--- src/rtl/tnn_feature_encoder.sv ---
// Streaming quantizer/packer: eight raw feature beats become one 16-bit 2-bit-code operand vector.
// Optional macro TNN_ENC_ERRCNT_EN adds a saturating malformed-vector counter port err_cnt.
module tnn_feature_encoder #(
  parameter int FEAT_W = 8,
  parameter int N_FEAT = 8,
  parameter logic [3*FEAT_W*N_FEAT-1:0] THRESH = {8{8'd192, 8'd128, 8'd64}}
) (
  input  logic                clk,
  input  logic                rst,
  input  logic                s_valid,
  output logic                s_ready,
  input  logic [FEAT_W-1:0]   s_data,
  input  logic                s_last,
  output logic                m_valid,
  input  logic                m_ready,
  output logic [2*N_FEAT-1:0] m_data,
  output logic                err_len
`ifdef TNN_ENC_ERRCNT_EN
  ,
  output logic [7:0]          err_cnt
`endif
);

  localparam int TW = 3 * FEAT_W;

  typedef enum logic [1:0] {
    COLLECT,
    HOLD,
    RESYNC
  } state_t;

  state_t state, state_next;
  logic [2:0] idx, idx_next;
  logic store, err_next, accept;
  logic [FEAT_W-1:0] t0, t1, t2;
  logic [1:0] code;

  assign accept = s_valid & s_ready;

  // Thresholds are selected by the slot the current beat will land in.
  always_comb begin
    t0 = THRESH[TW*int'(idx) +: FEAT_W];
    t1 = THRESH[TW*int'(idx) + FEAT_W +: FEAT_W];
    t2 = THRESH[TW*int'(idx) + 2*FEAT_W +: FEAT_W];
    code = {1'b0, (s_data >= t0)} + {1'b0, (s_data >= t1)} + {1'b0, (s_data >= t2)};
  end

  always_comb begin
    state_next = state;
    idx_next   = idx;
    store      = 1'b0;
    err_next   = 1'b0;
    case (state)
      COLLECT: begin
        if (accept) begin
          if (idx == 3'd7) begin
            idx_next = 3'd0;
            if (s_last) begin
              store      = 1'b1;
              state_next = HOLD;
            end else begin
              err_next   = 1'b1;
              state_next = RESYNC;
            end
          end else if (s_last) begin
            idx_next = 3'd0;
            err_next = 1'b1;
          end else begin
            store    = 1'b1;
            idx_next = idx + 3'd1;
          end
        end
      end
      HOLD: begin
        if (m_ready) state_next = COLLECT;
      end
      RESYNC: begin
        if (accept && s_last) state_next = COLLECT;
      end
      default: state_next = COLLECT;
    endcase
  end

  // s_ready and m_valid are registered from the next state so neither has a combinational path.
  always_ff @(posedge clk or posedge rst) begin
    if (rst) begin
      state   <= COLLECT;
      idx     <= 3'd0;
      s_ready <= 1'b0;
      m_valid <= 1'b0;
      m_data  <= '0;
      err_len <= 1'b0;
    end else begin
      state   <= state_next;
      idx     <= idx_next;
      s_ready <= (state_next != HOLD);
      m_valid <= (state_next == HOLD);
      err_len <= err_next;
      if (store) m_data[2*int'(idx) +: 2] <= code;
    end
  end

`ifdef TNN_ENC_ERRCNT_EN
  always_ff @(posedge clk or posedge rst) begin
    if (rst) begin
      err_cnt <= 8'd0;
    end else if (err_len && (err_cnt != 8'hFF)) begin
      err_cnt <= err_cnt + 8'd1;
    end
  end
`endif

endmodule

--- config.mk ---
export PLATFORM = sky130hd
export DESIGN_NAME = tnn_feature_encoder
export DESIGN_NICKNAME = d
export VERILOG_FILES = /design/src/rtl/tnn_feature_encoder.sv
export SDC_FILE = /design/constraint.sdc
export NUM_CORES = 1
export LEC_CHECK = 0
export ABC_AREA = 1
export CORE_UTILIZATION = 50
export DETAILED_ROUTE_END_ITERATION = 12
export HOLD_SLACK_MARGIN = 0.02
export PLACE_DENSITY = 0.79
export SYNTH_ARGS = -nofsm -noshare
export SYNTH_HDL_FRONTEND = slang
export SYNTH_SLANG_ARGS = --single-unit
--- constraint.sdc ---
create_clock -name clk -period 4.2 [get_ports clk]
set_input_delay 0.84 -clock clk [delete_from_list [all_inputs] [get_ports clk]]
set_output_delay 0.84 -clock clk [all_outputs]
set_load 0.005 [all_outputs]
==> impl_metrics.ini <==
[run_status]
status = finished, violations left
violations = DRC

[timing]
post-route-min-period_ns = 3.708
hold_viol = 0
finClkSkew_ns = 0.004858
fmax_ghz = 0.2697
maxSlewHeadroom_pct = 40.44
tns_ns = 0
rsz0062_at_grt = false
setup_viol = 0
final-max-slew-violation-count = 0
fin_crit_sh_pct = 88.29
timing_worst_slew_pin_value_ns = 0.8924

[setup_path]
rr_worst_depth = 20
r2r_setup_slack_ns = 0.49
path_max_fanout = 7
startpoint = idx[0]
critPathKind = reg -> reg
cp.required_ns = 4.44
cp.arrival_ns = 3.95
end_kind = flip-flop
r2r_end = m_data[4]
timing.rr.start = idx[0]
crit_end = m_data[4]
critPathLaunchType = flip-flop

[clocking]
cts_tree = yes
cts.clk_slew.worst_paths_ns = 0.12
cts.repair.resized = 0
clk_latency_ns = 0.31
cts_sinks = 24
post_cts_buffers = 0
cts-root-buf = clkbuf_4
cts_max_level = 1
cts_buffers = 3
clock_path_buffers = 2
holdBufCountCts = 0

[layout]
multiInputGateArea_um2 = 815.8
nets = 246
layout-drive-gt1-share_pct = 10.50
num-fill-cells = 239
final_common_cell = nand2_1
regArea_um2 = 600.6
final_cell_mix = nand2_1, clkdlybuf4s50_1, dfrtp_1
syn_to_final_growth_pct = 21.65
fin_util_pct = 65.16
n_antenna_cell = 0

[grt]
overflow = 0
antenna_found_initial = 0
grt_usage_pct = 21.47
grt_pass1_vias = 1380
grt_max_degree = 25
busiest_layer = met2
grt_pass1_wl_mm = 5.492
grt_use_met1_pct = 26.57
met3_usage_pct = 2.304
gr-usage-met2_pct = 38.27

[place]
place_congestion = 0.8879
numPortBuffers = 25
hpwl_mm = 2.407

[logic_synthesis]
yosysSeqAreaShare_pct = 39.97
synth_cells = 190
synth_cell_types = 22
synth_area_um2 = 1503
yosys_warnings = 0
avgSynthCellArea_um2 = 7.909
synth.net_count = 216
synth_seq_cells = 24

[pwr]
swShare_pct = 39.91
peakVddDrop_mv = 0.3193
p_comb_share_pct = 50.4
power_frac_seq_pct = 35.6
power_uw = 853.2
powerDensity_nw_per_um2 = 466.7
switching_power_uw = 340.5
p_clk_share_pct = 14.0
leakagePower_uw = 0.0008808
intPower_uw = 512.6

[floorplan]
fp.dieH_um = 56.82
ioPinCount = 32
initial_core_util_pct = 53.57
die-area_um2 = 3229
coreArea_um2 = 2805
row_count = 19
die_w_um = 56.82

[run]
drv_cap = 0

[drt]
dr.pass1.iters = 8
wl_per_cell_um = 12.33
drc = 3
vias = 1325
ant_nets = 0
first_iter_violations = 65
via_per_inst = 5.300
finalWirelength_mm = 3.082

[hold_path]
hold_class = reg -> reg
==> critical path, stage by stage, from the launching register on <==
cell and delay (ns):
dfrtp_1 0.49, ha_1 0.24, inv_1 0.07, fa_1 0.50, inv_1 0.10, nand2_1 0.10, nand2_1 0.12, nand2_1 0.06
nand2_1 0.05, nand2_1 0.07, a21oi_1 0.14, nand2_1 0.07, ha_1 0.27, o21a_1 0.16, nor2_1 0.11, fa_1 0.53
nor2_1 0.13, nand2_1 0.07, nor2_1 0.13, nand3_1 0.09, o21ai_1 0.15
==> area by class of cell <==
type                            count  area share, %
Sequential cell                    24          32.85
Tap cell                           31          2.122
Clock buffer                        4          1.985
Inverter                           23          4.723
Multi-Input combinational cell    143          44.63
Timing Repair Buffer               25          13.69
==> sequential cells by signal (all words and copies together) (netlist names) <==
signal	count
idx	3
err_len	1
m_data	16
m_valid	1
state	2
s_ready	1
==> kinds of logic (layout without fill, tap and decap cells) <==
group / Yosys count / count (layout) / share of synthesized area, %
buffers and inverters: 23 / 52 / 5.746
adders and majority gates: 13 / 13 / 11.82
AOI/OAI and AO/OA: 22 / 22 / 7.660
DFF: 24 / 24 / 39.97
and+or+nand+nor: 108 / 108 / 34.80
==> layer usage <==
| layer | wire length, um | vias to the layer above |
|---|---|---|
| met5 | 0 | - |
| met4 | 30 | 0 |
| met3 | 95 | 4 |
| met2 | 1571 | 25 |
| met1 | 1384 | 616 |
| li1 | - | 680 |
==> power by group through the flow <==
stage,Sequential (uW),Clock [uW],Combinational (uW)
2_1_floorplan,308,0,272
3_3_place_gp,305,0,412
3_5_place_dp,308,0,429
4_1_cts,303,121,433
5_1_grt,310,128,491
6_report,303,119,430
==> cells in the mapped netlist (all sizes together) <==
library cell	instances	share of area [%]
nor2	16	5.9
dfrtp	24	40
inv	23	5.7
nand4	2	0.83
o31ai	1	0.50
nand3b	1	0.50
nand3	27	11
fa	2	2.7
a21oi	3	1.0
or3b	1	0.58
nand2	56	14
o21a	1	0.50
nor3	5	2.0
o21ai	17	5.7
ha	11	9.2
==> worst min-delay path by stage <==
stage                    from  cells after the start         to
finish              m_data[9]                      2  m_data[9]
global route        m_data[9]                      2  m_data[9]
detailed placement  m_data[9]                      2  m_data[9]
floorplan           m_data[8]                      2  m_data[8]
CTS                 m_data[9]                      2  m_data[9]
global placement    m_data[9]                      2  m_data[9]
==> per-stage QoR <==
step	std cells	cell area (um^2)	hold slack, ns	setup slack [ns]
2_1_floorplan	190	1503	0.4706	0.8921
3_3_place_gp	246	1792	0.4720	0.6279
3_5_place_dp	246	1792	0.4717	0.5510
4_1_cts	250	1828	0.5047	0.5049
5_1_grt	250	1828	0.5246	0.05446
6_report	250	1828	0.5022	0.4920
Note: power is estimated with default switching activity, not from simulation.
